<file path="src/rtl/risc_toy_pkg.sv">
// Shared RISC_TOY definitions: arbiter state encoding, decoder opcodes and
// the data word returned on an aborted memory access.
package risc_toy_pkg;

    typedef enum logic [2:0] {
        ST_IDLE  = 3'd0,
        ST_I_REQ = 3'd1,
        ST_I_RSP = 3'd2,
        ST_D_REQ = 3'd3,
        ST_D_RSP = 3'd4
    } arb_state_e;

    // Major opcodes decoded by the pipeline.
    localparam logic [4:0] OP_ADDI = 5'd0;
    localparam logic [4:0] OP_J    = 5'd14;
    localparam logic [4:0] OP_BR   = 5'd15;
    localparam logic [4:0] OP_LD   = 5'd19;
    localparam logic [4:0] OP_ST   = 5'd21;

    // Returned on a timed-out access so the pipeline never deadlocks.
    localparam logic [31:0] ERR_DATA = 32'hDEAD_DEAD;

endpackage

</file>
<file path="src/rtl/risc_toy_arb_pick.sv">
// Combinational fetch/data priority select. Data wins a tie unless fetch has
// already been passed over STARVE_MAX times in a row.
module risc_toy_arb_pick
    import risc_toy_pkg::*;
#(
    parameter int STARVE_MAX = 3,
    parameter int SW         = 2
) (
    input  logic          ireq_i,
    input  logic          dreq_i,
    input  logic [SW-1:0] starve_i,
    output logic          grant_i_o,
    output logic          grant_d_o
);

    localparam logic [SW-1:0] STARVE_TOP = SW'(STARVE_MAX);

    // Data priority, overridden once the fetch side has starved long enough.
    always_comb begin
        grant_d_o = dreq_i && !(ireq_i && (starve_i == STARVE_TOP));
        grant_i_o = ireq_i && !grant_d_o;
    end

endmodule

</file>
<file path="src/rtl/risc_toy_mem_arbiter.sv">
// Unified single-port memory sequencer for the RISC_TOY fetch and data ports.
// One transaction in flight; done pulses and memory-side outputs are registered.
//
// state    | meaning
// ---------|-----------------------------------------------------------
// ST_IDLE  | no access in flight; arbitrates unless a done is pulsing
// ST_I_REQ | fetch request on MREQ, waiting for MACK
// ST_I_RSP | fetch accepted, waiting for MRVALID
// ST_D_REQ | data request on MREQ, waiting for MACK
// ST_D_RSP | data read accepted, waiting for MRVALID
module risc_toy_mem_arbiter
    import risc_toy_pkg::*;
#(
    parameter int AW         = 30,
    parameter int DW         = 32,
    parameter int STARVE_MAX = 3,
    parameter int TIMEOUT    = 64
) (
    input  logic          CLK,
    input  logic          RST,
    input  logic          IREQ,
    input  logic [AW-1:0] IADDR,
    output logic [DW-1:0] INSTR,
    output logic          IDONE,
    input  logic          DREQ,
    input  logic          DRW,
    input  logic [AW-1:0] DADDR,
    input  logic [DW-1:0] DWDATA,
    output logic [DW-1:0] DRDATA,
    output logic          DDONE,
    output logic          MREQ,
    output logic          MRW,
    output logic [AW-1:0] MADDR,
    output logic [DW-1:0] MWDATA,
    input  logic          MACK,
    input  logic          MRVALID,
    input  logic [DW-1:0] MRDATA,
    output logic          STALL_IF,
    output logic          STALL_MEM,
    output logic          ERR
);

    localparam int SW = (STARVE_MAX < 1) ? 1 : $clog2(STARVE_MAX + 1);
    localparam int TW = (TIMEOUT < 2) ? 1 : $clog2(TIMEOUT);
    localparam logic [SW-1:0] STARVE_TOP = SW'(STARVE_MAX);
    localparam logic [TW-1:0] TMO_LAST   = TW'((TIMEOUT > 0) ? TIMEOUT - 1 : 0);
    localparam bit            TMO_EN     = (TIMEOUT > 0);
    localparam logic [DW-1:0] ERR_WORD   = DW'(ERR_DATA);

    arb_state_e    state_q, state_d;
    logic          mreq_q, mreq_d;
    logic          mrw_q, mrw_d;
    logic [AW-1:0] maddr_q, maddr_d;
    logic [DW-1:0] mwdata_q, mwdata_d;
    logic          idone_q, idone_d;
    logic          ddone_q, ddone_d;
    logic [DW-1:0] instr_q, instr_d;
    logic [DW-1:0] drdata_q, drdata_d;
    logic          err_q, err_d;
    logic [SW-1:0] starve_q, starve_d;
    logic [TW-1:0] tmo_q, tmo_d;

    logic          grant_i, grant_d;
    logic          arb_ok;
    logic          tmo_hit;
    logic          abort;

    // A pulsing done means the requester still holds the finished request, so
    // IDLE waits one cycle rather than granting it a second time.
    assign arb_ok  = (state_q == ST_IDLE) && !idone_q && !ddone_q;
    assign tmo_hit = TMO_EN && (tmo_q == TMO_LAST);

    risc_toy_arb_pick #(
        .STARVE_MAX (STARVE_MAX),
        .SW         (SW)
    ) u_pick (
        .ireq_i    (IREQ),
        .dreq_i    (DREQ),
        .starve_i  (starve_q),
        .grant_i_o (grant_i),
        .grant_d_o (grant_d)
    );

    // Next-state, memory-side outputs, capture and timeout handling.
    always_comb begin
        state_d  = state_q;
        mreq_d   = mreq_q;
        mrw_d    = mrw_q;
        maddr_d  = maddr_q;
        mwdata_d = mwdata_q;
        idone_d  = 1'b0;
        ddone_d  = 1'b0;
        instr_d  = instr_q;
        drdata_d = drdata_q;
        err_d    = err_q;
        tmo_d    = tmo_q + TW'(1);
        abort    = 1'b0;

        case (state_q)
            ST_IDLE: begin
                if (arb_ok && grant_d) begin
                    state_d  = ST_D_REQ;
                    mreq_d   = 1'b1;
                    mrw_d    = DRW;
                    maddr_d  = DADDR;
                    mwdata_d = DWDATA;
                end else if (arb_ok && grant_i) begin
                    state_d  = ST_I_REQ;
                    mreq_d   = 1'b1;
                    mrw_d    = 1'b0;
                    maddr_d  = IADDR;
                end
            end
            ST_I_REQ: begin
                if (MACK) begin
                    mreq_d = 1'b0;
                    if (MRVALID) begin
                        instr_d = MRDATA;
                        idone_d = 1'b1;
                        state_d = ST_IDLE;
                    end else begin
                        state_d = ST_I_RSP;
                    end
                end else if (tmo_hit) begin
                    abort = 1'b1;
                end
            end
            ST_I_RSP: begin
                if (MRVALID) begin
                    instr_d = MRDATA;
                    idone_d = 1'b1;
                    state_d = ST_IDLE;
                end else if (tmo_hit) begin
                    abort = 1'b1;
                end
            end
            ST_D_REQ: begin
                if (MACK) begin
                    mreq_d = 1'b0;
                    if (mrw_q) begin
                        ddone_d = 1'b1;
                        state_d = ST_IDLE;
                    end else if (MRVALID) begin
                        drdata_d = MRDATA;
                        ddone_d  = 1'b1;
                        state_d  = ST_IDLE;
                    end else begin
                        state_d = ST_D_RSP;
                    end
                end else if (tmo_hit) begin
                    abort = 1'b1;
                end
            end
            ST_D_RSP: begin
                if (MRVALID) begin
                    drdata_d = MRDATA;
                    ddone_d  = 1'b1;
                    state_d  = ST_IDLE;
                end else if (tmo_hit) begin
                    abort = 1'b1;
                end
            end
            default: begin
                state_d = ST_IDLE;
                mreq_d  = 1'b0;
            end
        endcase

        if (abort) begin
            state_d = ST_IDLE;
            mreq_d  = 1'b0;
            err_d   = 1'b1;
            if (state_q == ST_I_REQ || state_q == ST_I_RSP) begin
                idone_d = 1'b1;
                instr_d = ERR_WORD;
            end else begin
                ddone_d  = 1'b1;
                drdata_d = ERR_WORD;
            end
        end

        if (state_q == ST_IDLE || state_d != state_q) begin
            tmo_d = '0;
        end
    end

    // Count data grants that pass over a waiting fetch; saturates at the limit.
    always_comb begin
        starve_d = starve_q;
        if (!IREQ || (arb_ok && grant_i)) begin
            starve_d = '0;
        end else if (arb_ok && grant_d && (starve_q != STARVE_TOP)) begin
            starve_d = starve_q + SW'(1);
        end
    end

    // State and output registers with synchronous reset.
    always_ff @(posedge CLK) begin
        if (RST) begin
            state_q  <= ST_IDLE;
            mreq_q   <= 1'b0;
            mrw_q    <= 1'b0;
            maddr_q  <= '0;
            mwdata_q <= '0;
            idone_q  <= 1'b0;
            ddone_q  <= 1'b0;
            instr_q  <= '0;
            drdata_q <= '0;
            err_q    <= 1'b0;
            starve_q <= '0;
            tmo_q    <= '0;
        end else begin
            state_q  <= state_d;
            mreq_q   <= mreq_d;
            mrw_q    <= mrw_d;
            maddr_q  <= maddr_d;
            mwdata_q <= mwdata_d;
            idone_q  <= idone_d;
            ddone_q  <= ddone_d;
            instr_q  <= instr_d;
            drdata_q <= drdata_d;
            err_q    <= err_d;
            starve_q <= starve_d;
            tmo_q    <= tmo_d;
        end
    end

    assign MREQ      = mreq_q;
    assign MRW       = mrw_q;
    assign MADDR     = maddr_q;
    assign MWDATA    = mwdata_q;
    assign INSTR     = instr_q;
    assign IDONE     = idone_q;
    assign DRDATA    = drdata_q;
    assign DDONE     = ddone_q;
    assign ERR       = err_q;
    assign STALL_IF  = IREQ & ~idone_q;
    assign STALL_MEM = DREQ & ~ddone_q;

endmodule

</file>
<file path="config.mk">
export PLATFORM = sky130hd
export DESIGN_NAME = risc_toy_mem_arbiter
export DESIGN_NICKNAME = d
export VERILOG_FILES = /design/src/rtl/risc_toy_pkg.sv /design/src/rtl/risc_toy_arb_pick.sv /design/src/rtl/risc_toy_mem_arbiter.sv
export SDC_FILE = /design/constraint.sdc
export NUM_CORES = 1
export LEC_CHECK = 0
export BUFFER_PORTS_ARGS = -buffer_cell sky130_fd_sc_hd__buf_2
export CAP_MARGIN = 10
export CORE_MARGIN = 2
export CORE_UTILIZATION = 40
export DETAILED_ROUTE_END_ITERATION = 12
export PLACE_DENSITY = 0.75
export SYNTH_ARGS = -nofsm -noshare
export SYNTH_HDL_FRONTEND = slang
export SYNTH_SLANG_ARGS = --single-unit
</file>
<file path="constraint.sdc">
create_clock -name CLK -period 2.2 [get_ports CLK]
set_input_delay 0.33 -clock CLK [delete_from_list [all_inputs] [get_ports CLK]]
set_output_delay 0.33 -clock CLK [all_outputs]
set_load 0.01 [all_outputs]
</file>
# --- Word-level counts from Yosys, hierarchy flattened ---
# Cells that the tools add are included.
# Widths: inputs -> output; s select.
word_totals:
  ff_bits: 142
  in_bits: 131
  out_inout_bits: 133
  word_cells: 98
classes:
  n_addsub: 2
  n_eq_ne: 10
  n_mux: 43
  bitwise_logic: 5
  n_reduce_logical: 26
ops:
  columns: ["op", "n"]
  rows:
  - ["$mux 32", 9]
  - ["$pmux 32 s2", 2]
  - ["$mux 30", 2]
  - ["$mux 3", 8]
  - ["$mux 1", 16]
  - ["$pmux 3 s4", 1]
  - ["$reduce_or 2->1", 5]
  - ["$logic_and 1x1->1", 8]
  - ["$add 6x1->6 const B", 1]
  - ["$eq 3x2->1 const B", 2]
  - ["$eq 6x6->1 const B", 1]
  - ["$pmux 1 s2", 3]
  - ["$logic_not 1->1", 5]
  - ["$reduce_and 2->1", 2]
  - ["$eq 3x1->1 const B", 1]
  - ["$eq 3x3->1 const B", 1]
  - ["$logic_not 3->1", 1]
  - ["$logic_or 1x1->1", 3]
  - ["$ne 3x1->1 const B", 1]
  - ["$ne 3x3->1", 1]
  - ["$not 1->1", 3]
  - ["$pmux 1 s3", 1]
  - ["$reduce_and 3->1", 1]
  - ["$add 2x1->2 const B", 1]
  - ["other kinds (6)", 7]

# --- Depth between registers and ports, before layout ---
# Gate-level depths: netlist of run 1.
depth:
  depth_word: 14
  ltp_mapped: 7
  ltp_nobuf: 5

# --- Cells and area by module ---
# A second synthesis of run 1 with hierarchy kept.
unflattened:
  hier_cells: 684
  area_unflattened_um2: 6023.3
by_module_without_submodules:
  columns: ["module", "n_inst", "cells_per_inst", "area_per_inst_um2", "seq_area_each_um2"]
  rows:
  - ["risc_toy_mem_arbiter", 1, 680, 6002.0, 2842.7]
  - ["risc_toy_arb_pick", 1, 4, 21.3, 0.0]

# --- Least setup slack after synthesis of run 1 ---
# No wires, ideal clock.
synth_path:
  kind: "flip-flop to flip-flop"
  from: "register state_q[2]"
  to: "register tmo_q[0]"
  setup_ps: 158
  arrival_time_ps: 1480
  required_ps: 2042
  setup_slack_ps: 562
  stages_incl_launch_ff: 6
  n_path_buf: 1
  period_less_slack_ps: 1638
  path_cell_list: "dfxtp_1 -> buf_6 -> or3b_1 -> o31a_1 -> a211oi_2 -> a2111oi_1"
synth_via:
  elab_chain_cells: 11
  elab_cells_between_ends: 22
  classes_between: "eq/ne: 5; mux: 8; reduce/logical: 9"
synth_lines:
  columns: ["element", "line", "source"]
  rows:
  - ["from (decl)", "risc_toy_mem_arbiter.sv:50", "arb_state_e state_q, state_d;"]
  - ["from (signal assigned)", "risc_toy_mem_arbiter.sv:213", "state_q <= state_d;"]
  - ["$logic_not 3->1", "risc_toy_mem_arbiter.sv:70, risc_toy_mem_arbiter.sv:99, risc_toy_mem_arbiter.sv:182", null]
  - ["$logic_and 1x1->1 (2 in series)", "risc_toy_mem_arbiter.sv:70", "assign arb_ok = (state_q == ST_IDLE) && !idone_q && !ddone_q;"]
  - ["$logic_and 1x1->1", "risc_toy_mem_arbiter.sv:107", "end else if (arb_ok && grant_i) begin"]
  - ["$mux 3", "risc_toy_mem_arbiter.sv:107", null]
  - ["$mux 3", "risc_toy_mem_arbiter.sv:101", "if (arb_ok && grant_d) begin"]
  - ["$pmux 3 s4", "risc_toy_mem_arbiter.sv:99", "case (state_q)"]
  - ["$mux 3", "risc_toy_mem_arbiter.sv:169", "if (abort) begin"]
  - ["$ne 3x3->1", "risc_toy_mem_arbiter.sv:182", "if (state_q == ST_IDLE || state_d != state_q) begin"]
  - ["$logic_or 1x1->1 *", "risc_toy_mem_arbiter.sv:182", null]
  - ["$reduce_or 2->1 (no line) *", null, null]
  - ["to (signal assigned)", "risc_toy_mem_arbiter.sv:224", "tmo_q <= tmo_d;"]
  - ["to (decl)", "risc_toy_mem_arbiter.sv:61", "logic [TW-1:0] tmo_q, tmo_d;"]
# Every way passes the cells marked *; elsewhere a longest branch is shown, timed or not.
# A chain may end at the register's enable or synchronous reset.

# --- Worst setup path in the final report of run 1 ---
layout_path:
  from: "register state_q[0]"
  to: "register tmo_q[0]"
# The elaborated chain is that of the path after synthesis.

==> results.tsv, run 1 <==
stage	metric	value	unit
critical_path	slowest cell on the critical path	dfxtp_1	
sta	Final period util	0.8945	
drt	uppermost layer routed	met4	
place	dpl hpwl	10850	µm
sta	Worst-Margin Slew	0.6105	ns
clock_network	H-tree depth	4	
floorplanning	die extent in y	124.5	µm
cells_and_area	Register Area	2843	µm²
cells_and_area	Area growth syn-to-layout	35.57	%
yosys	Compound-Gate Fraction of Synth Area	0.2033	
drt	vias	5714	
floorplanning	DIE AREA	15510	µm²
critical_path	Startpoint Class	register	
cells_and_area	final net count	1038	
drt	Routed Wire Length	15990	µm
drt	DRC viols	0	
critical_path	Worst Setup End Kind	register	
yosys	Syn Inst Count	665	
yosys	Netlist cell types	52	
drt	met1 wire length	6795	µm
sta	Max Slew Vio Count	0	
critical_path	Crit path required time	2.48	ns
cells_and_area	layout cells sized above 1	0.3519	
floorplanning	number of I/O pins	264	
clock_network	TritonCTS buffer count	17	
clock_network	CTS clk-pin slew, worst paths	0.06	ns
yosys	post-synthesis adder-cell area fraction	0.004307	
place	pre-CTS setup slack	0.2550	ns
yosys	multiplexer share of the synthesized area	0.05512	
drt	antenna-violating nets left	0	
yosys	Synth Area in Simple Gates	0.1828	
place	IO buf count	263	
outcome	status	finished clean	
yosys	sequential cell area fraction in the yosys report	0.4892	
critical_path	crit path kind	register to register	
floorplanning	Die X	124.5	µm
drt	Initial DRC Count	289	
power_and_ir_drop	Pwr Density	905.8	nW/µm²
drt	routed len/inst	14.51	µm
global_route	first-pass GRT wire length	25730	µm
clock_network	Max Root-Sink Buffers	2	
drt	1st-pass router iterations	5	
place	Placed Instances	1070	
floorplanning	# rows	44	
clock_network	Post-CTS Setup Inserts	0	
yosys	xor/xnor share of the synthesized area	0.009044	
sta	Tmin final	1.968	ns
critical_path	slowest cell delay on critical path	0.59	ns
yosys	prevailing post-synth register cell	dfxtp_1	
power_and_ir_drop	Static Leakage	0.003472	µW
sta	Final setup viols	0	
drt	metal3 WL	1179	µm
yosys	largest family of logic cells by synthesized area	compound AO/OA/AOI/OAI gates	
critical_path	WP buf/inv	0	
floorplanning	Starting Density	0.4044	
global_route	grt total ovfl	0	
power_and_ir_drop	Tot Pwr	7136	µW
drt	DR vias/cell	5.185	
critical_path	worst-path cell chain	or3b_1 -> o31a_1 -> a211oi_2 -> a2111oi_1	
sta	skew final	0.01194	ns
sta	Max Clk Rate	0.5082	GHz
clock_network	clock sinks	142	
critical_path	Crit Path Max Fanout	16	
power_and_ir_drop	VDD IR max	0.0004731	V
yosys	Synth Cell Area	5811	µm²
cells_and_area	Final Non-Filler Cells	1102	
sta	setup_tns	0	ns
drt	metal2 WL	7610	µm
clock_network	clock root cell	clkbuf_16	
clock_network	Hold-fix buffers, CTS	0	
cells_and_area	area of the multi-input gates	2649	µm²
sta	RSZ-0062 raised after global routing	false	
clock_network	CTS tree	yes	
sta	Slew HR	0.5930	
critical_path	WP data arrival	2.24	ns
floorplanning	area of the core	14370	µm²
yosys	syn nets	798	
sta	Fin. Hold Viols	0	
yosys	Async SR Flop Fraction	0	
flow_run	max-cap viol count	0	
yosys	Post-synth EDFFs	0	
global_route	All-Layer GR Usage	0.2018	
yosys	flops & latches, synth	142	
sta	final worst slack	0.2321	ns
min_path	worst min path class	input pin to register	
global_route	antenna violations before repair	0	
critical_path	Crit path max-delay family	compound AO/OA/AOI/OAI gates	
cells_and_area	antenna cells	0	
yosys	Syn Area/Cell	8.738	µm²
cells_and_area	Filler Cell Count	1383	
global_route	number of global-route vias before repair	5311	
clock_network	Post-CTS Resized	0	
global_route	pin count of the biggest net entering global routing	122	
place	GP Congestion	0.7954	
clock_network	Worst-Skew Late Latency	0.42	ns
yosys	Yosys warnings	0	
==> final cells by class <==
type | count | share of cell area
well taps | 184 | 0.02922
inverters | 4 | 0.001906
clock inverters | 13 | 0.01985
flip-flops and latches | 142 | 0.3609
repair buffers | 281 | 0.1957
multi-input cells | 459 | 0.3362
clock buffers | 19 | 0.05623
==> routing by layer <==
layer / up-vias / track usage
met5: - / 0
met4: 0 / 0.09187
met3: 26 / 0.05713
met2: 239 / 0.3346
met1: 2603 / 0.2430
li1: 2846 / -
==> tightest hold or removal path, delay by kind of cell <==
kind	cells	cell delay [ns]
compound gates	1	0.05
simple gates	1	0.04
buf+inv	1	0.09
==> path summary, 6_finish.rpt <==
check                           slack [ns]  cells after the start        from         end
worst min register to register        0.45                      2  MWDATA[21]  MWDATA[21]
worst min-delay path                  0.14                      3  DWDATA[25]  MWDATA[25]
worst max register to register        0.23                      4  state_q[0]    tmo_q[0]
worst max-delay path                  0.23                      4  state_q[0]    tmo_q[0]
==> kinds of logic (layout without fill, tap and decap cells) <==
family                     count (synthesis)  count (layout)
and+or+nand+nor                          240             240
AOI/OAI and AO/OA                        179             179
DFF                                      142             142
buffers and inverters                     64             317
muxes                                     32              32
xor gates and xnor gates                   6               6
adders and majority gates                  2               2
==> through the flow <==
stage / hold slack, ns / area [µm²] / utilization
6_report: 0.1413 / 7878 / 0.5482
5_1_grt: 0.1314 / 7878 / 0.5482
4_1_cts: 0.1264 / 7878 / 0.5482
3_5_place_dp: 0.4442 / 7278 / 0.5065
3_3_place_gp: 0.4378 / 7278 / 0.5065
2_1_floorplan: 0.4288 / 5811 / -
==> where the power goes <==
group / switching, µW / total (µW) / internal (µW)
Sequential: 127 / 2920 / 2790
Combinational: 769 / 1320 / 555
Clock: 1160 / 2890 / 1730
Total: 2060 / 7140 / 5080
==> Yosys cell counts, drive strengths merged (2+ instances only) <==
cell	instances	area [µm²]
xor2	3	26.28
nand3b	2	15.01
nor3	12	76.33
ha	2	25.02
or3b	2	17.52
clkbuf	32	120.1
o21a	2	15.01
xnor2	3	26.28
nand4	3	18.77
a2111oi	7	73.82
a21oi	68	340.3
buf	28	191.4
dfxtp	142	2843
nor2	37	138.9
nand4b	2	17.52
a311oi	30	262.8
mux2i	32	320.3
a211oi	2	32.53
nand2b	2	12.51
nand2	131	491.7
nor2b	6	37.54
inv	4	15.01
o31ai	2	28.78
and4	2	17.52
a31oi	24	156.4
o21ai	34	170.2
nand3	36	180.2
==> cells in the final DEF (no fill, tap or decap), types with 2 or more instances in the layout <==
master	count
buf_2	262
dfxtp_1	142
nand2_1	131
a21oi_1	68
nor2_1	37
nand3_1	36
o21ai_0	34
mux2i_1	32
a311oi_1	30
a31oi_1	23
clkbuf_16	17
buf_4	12
nor3_1	10
buf_12	7
nor2b_1	6
a2111oi_1	5
inv_1	4
clkinv_4	4
inv_6	4
xor2_1	3
xnor2_1	3
nand4_1	3
or3b_1	2
nand2b_1	2
nand3b_1	2
nand4b_1	2
o21a_1	2
ha_1	2
bufinv_16	2
clkinvlp_4	2
Power figures use the tool's default switching activity.
==> run 2, diff against run 1 <==
Settings changed: GPL_TIMING_DRIVEN set to 0.
==> results.tsv, run 2 (synthesized netlist as in run 1, its figures left out) <==
stage	metric	value	unit	change
clock_network	Worst-Skew Late Latency	0.43	ns	about the same
power_and_ir_drop	Int Pwr	5380	µW	+6.0%
floorplanning	area of the core	14370	µm²	unchanged
cells_and_area	fin area	8008	µm²	+1.7%
floorplanning	DIE AREA	15510	µm²	unchanged
floorplanning	number of I/O pins	264		unchanged
clock_network	TritonCTS buffer count	17		unchanged
sta	Fin. Hold Viols	0		unchanged
critical_path	Worst Setup End Kind	register		
power_and_ir_drop	sw power	2056	µW	-0.18%
power_and_ir_drop	Tot Pwr	7436	µW	+4.2%
cells_and_area	most common cell after layout, fill and taps aside	buf_2		
floorplanning	# rows	44		unchanged
cells_and_area	antenna cells	0		unchanged
critical_path	Startpoint Class	register		
cells_and_area	Area growth syn-to-layout	37.81	%	
cells_and_area	most frequent cells in the layout	281 x buf_2, 142 x dfxtp_1, 131 x nand2_1		
power_and_ir_drop	Static Leakage	0.003555	µW	+2.4%
global_route	All-Layer GR Usage	0.2293		+0.02752
floorplanning	Die X	124.5	µm	unchanged
place	dpl cell area	7357	µm²	+1.1%
clock_network	Max Root-Sink Buffers	2		unchanged
drt	DR vias/cell	5.198		+0.25%
sta	Worst-Margin Slew	0.8048	ns	+0.1943 ns
sta	RSZ-0062 raised after global routing	false		
global_route	antenna violations before repair	0		unchanged
critical_path	Crit path required time	2.54	ns	+0.06 ns
drt	Initial DRC Count	276		-4.5%
power_and_ir_drop	VDD IR max	0.0004853	V	+2.6%
power_and_ir_drop	Flop pwr share	0.391		-0.018
power_and_ir_drop	Clk network pwr share	0.420		+0.015
cells_and_area	Filler Cell Count	1364		-1.4%
sta	Final setup viols	0		unchanged
clock_network	CTS tree	yes		
critical_path	RR Endpoint	DRDATA[18]		
global_route	pin count of the biggest net entering global routing	17		-86%
sta	Slew HR	0.4550		-0.1380
sta	setup_tns	0	ns	unchanged
critical_path	Reg2Reg Depth	6		+2
cells_and_area	layout cells sized above 1	0.3434		-0.008460
min_path	Endpoint, Worst Hold	MWDATA[24]		
critical_path	WP data arrival	2.35	ns	+0.11 ns
clock_network	CTS clk-pin slew, worst paths	0.06	ns	about the same
cells_and_area	final net count	1081		+4.1%
sta	Final period util	0.9110		+0.01652
global_route	number of global-route vias before repair	5809		+9.4%
drt	DRC viols	0		unchanged
clock_network	clock root cell	clkbuf_16		
place	pre-CTS setup slack	0.05213	ns	-0.2029 ns
sta	skew final	0.01075	ns	-0.001195 ns
floorplanning	die extent in y	124.5	µm	unchanged
cells_and_area	fin util	0.5573		+0.009056
drt	routed len/inst	15.74	µm	+8.5%
power_and_ir_drop	Comb pwr share	0.189		+0.003
clock_network	clock sinks	142		unchanged
power_and_ir_drop	Pwr Density	928.7	nW/µm²	+2.5%
min_path	worst min path class	input pin to register		
critical_path	r2r startpoint	state_q[0]		
sta	Max Clk Rate	0.4989	GHz	-1.8%
drt	antenna-violating nets left	0		unchanged
sta	final worst slack	0.1958	ns	-0.03635 ns
flow_run	max-cap viol count	0		unchanged
clock_network	Hold-fix buffers, CTS	0		unchanged
sta	Max Slew Vio Count	0		unchanged
place	IO buf count	263		unchanged
drt	vias	5952		+4.2%
critical_path	Crit Path Max Fanout	10		-6
drt	1st-pass router iterations	5		unchanged
place	GP Congestion	0.8317		+4.6%
sta	Tmin final	2.004	ns	+0.03635 ns
place	dpl hpwl	13160	µm	+21%
clock_network	H-tree depth	4		unchanged
critical_path	crit path kind	register to register		
min_path	WHS Path Cells	3		unchanged
floorplanning	Starting Density	0.4044		unchanged
drt	Routed Wire Length	18030	µm	+13%
global_route	first-pass GRT wire length	28720	µm	+12%
min_path	Worst Min Path Start	DWDATA[24]		
global_route	grt total ovfl	0		unchanged
critical_path	internal reg-to-reg setup slack	0.20	ns	-0.04 ns
power_and_ir_drop	Net Sw Frac	0.2765		-0.01216
outcome	status	finished clean		
run 2: final cells by class:
cell class	instances	area, µm²	share of cell area
buffer	60	311.5	0.03891
clock buffer	23	488.0	0.06094
clock inverter	9	155.1	0.01938
inverter	4	15.01	0.001875
multi-input combinational	459	2641	0.3298
sequential	142	2843	0.3550
tap	184	230.2	0.02875
timing repair buffer	264	1324	0.1653
run 2: routing by layer:
metal / vias up / part of all wire / routed length (µm) / global-route usage
met1: 2763 / 0.43 / 7727 / 0.2769
met5: - / 0 / 0 / 0
met3: 25 / 0.067 / 1209 / 0.06486
met2: 227 / 0.48 / 8712 / 0.3886
li1: 2937 / - / - / -
met4: 0 / 0.021 / 376 / 0.08526
run 2: stage by stage:
stage,hold slack (ns),instances
after floorplan,0.4288,665
after global placement,0.4396,1112
after detailed placement,0.4441,1112
after CTS,0.1291,1144
after global routing,0.1455,1145
final,0.1372,1145
run 2: worst max-delay path, cell delays in order (launching register included):
cell,delay (ns)
dfxtp_1,0.36
buf_2,0.20
nand4b_1,0.19
a2bb2oi_1,0.45
clkbuf_1,0.38
o21ai_0,0.14
a31oi_1,0.21
run 2: worst max path at each step:
stage / start / to / cells after the start
2_1_floorplan: state_q[2] / tmo_q[0] / 5
3_3_place_gp: state_q[1] / MADDR[28] / 7
3_5_place_dp: state_q[1] / MADDR[28] / 7
4_1_cts: state_q[1] / MADDR[28] / 7
5_1_grt: state_q[1] / DRDATA[18] / 7
6_report: state_q[0] / DRDATA[18] / 6
run 2: what timing repair did:
item,in CTS,in global routing
endpoints found under the setup margin,0,45
buffers inserted,0,1
resized for setup,0,0
run 2: power by group through the flow:
stage	clock [µW]	combinational [µW]	sequential [µW]
finish	3120	1410	2910
global route	3280	1550	2930
CTS	3150	1410	2910
detailed placement	0	1410	2960
global placement	0	1400	2950
floorplan	0	743	3050
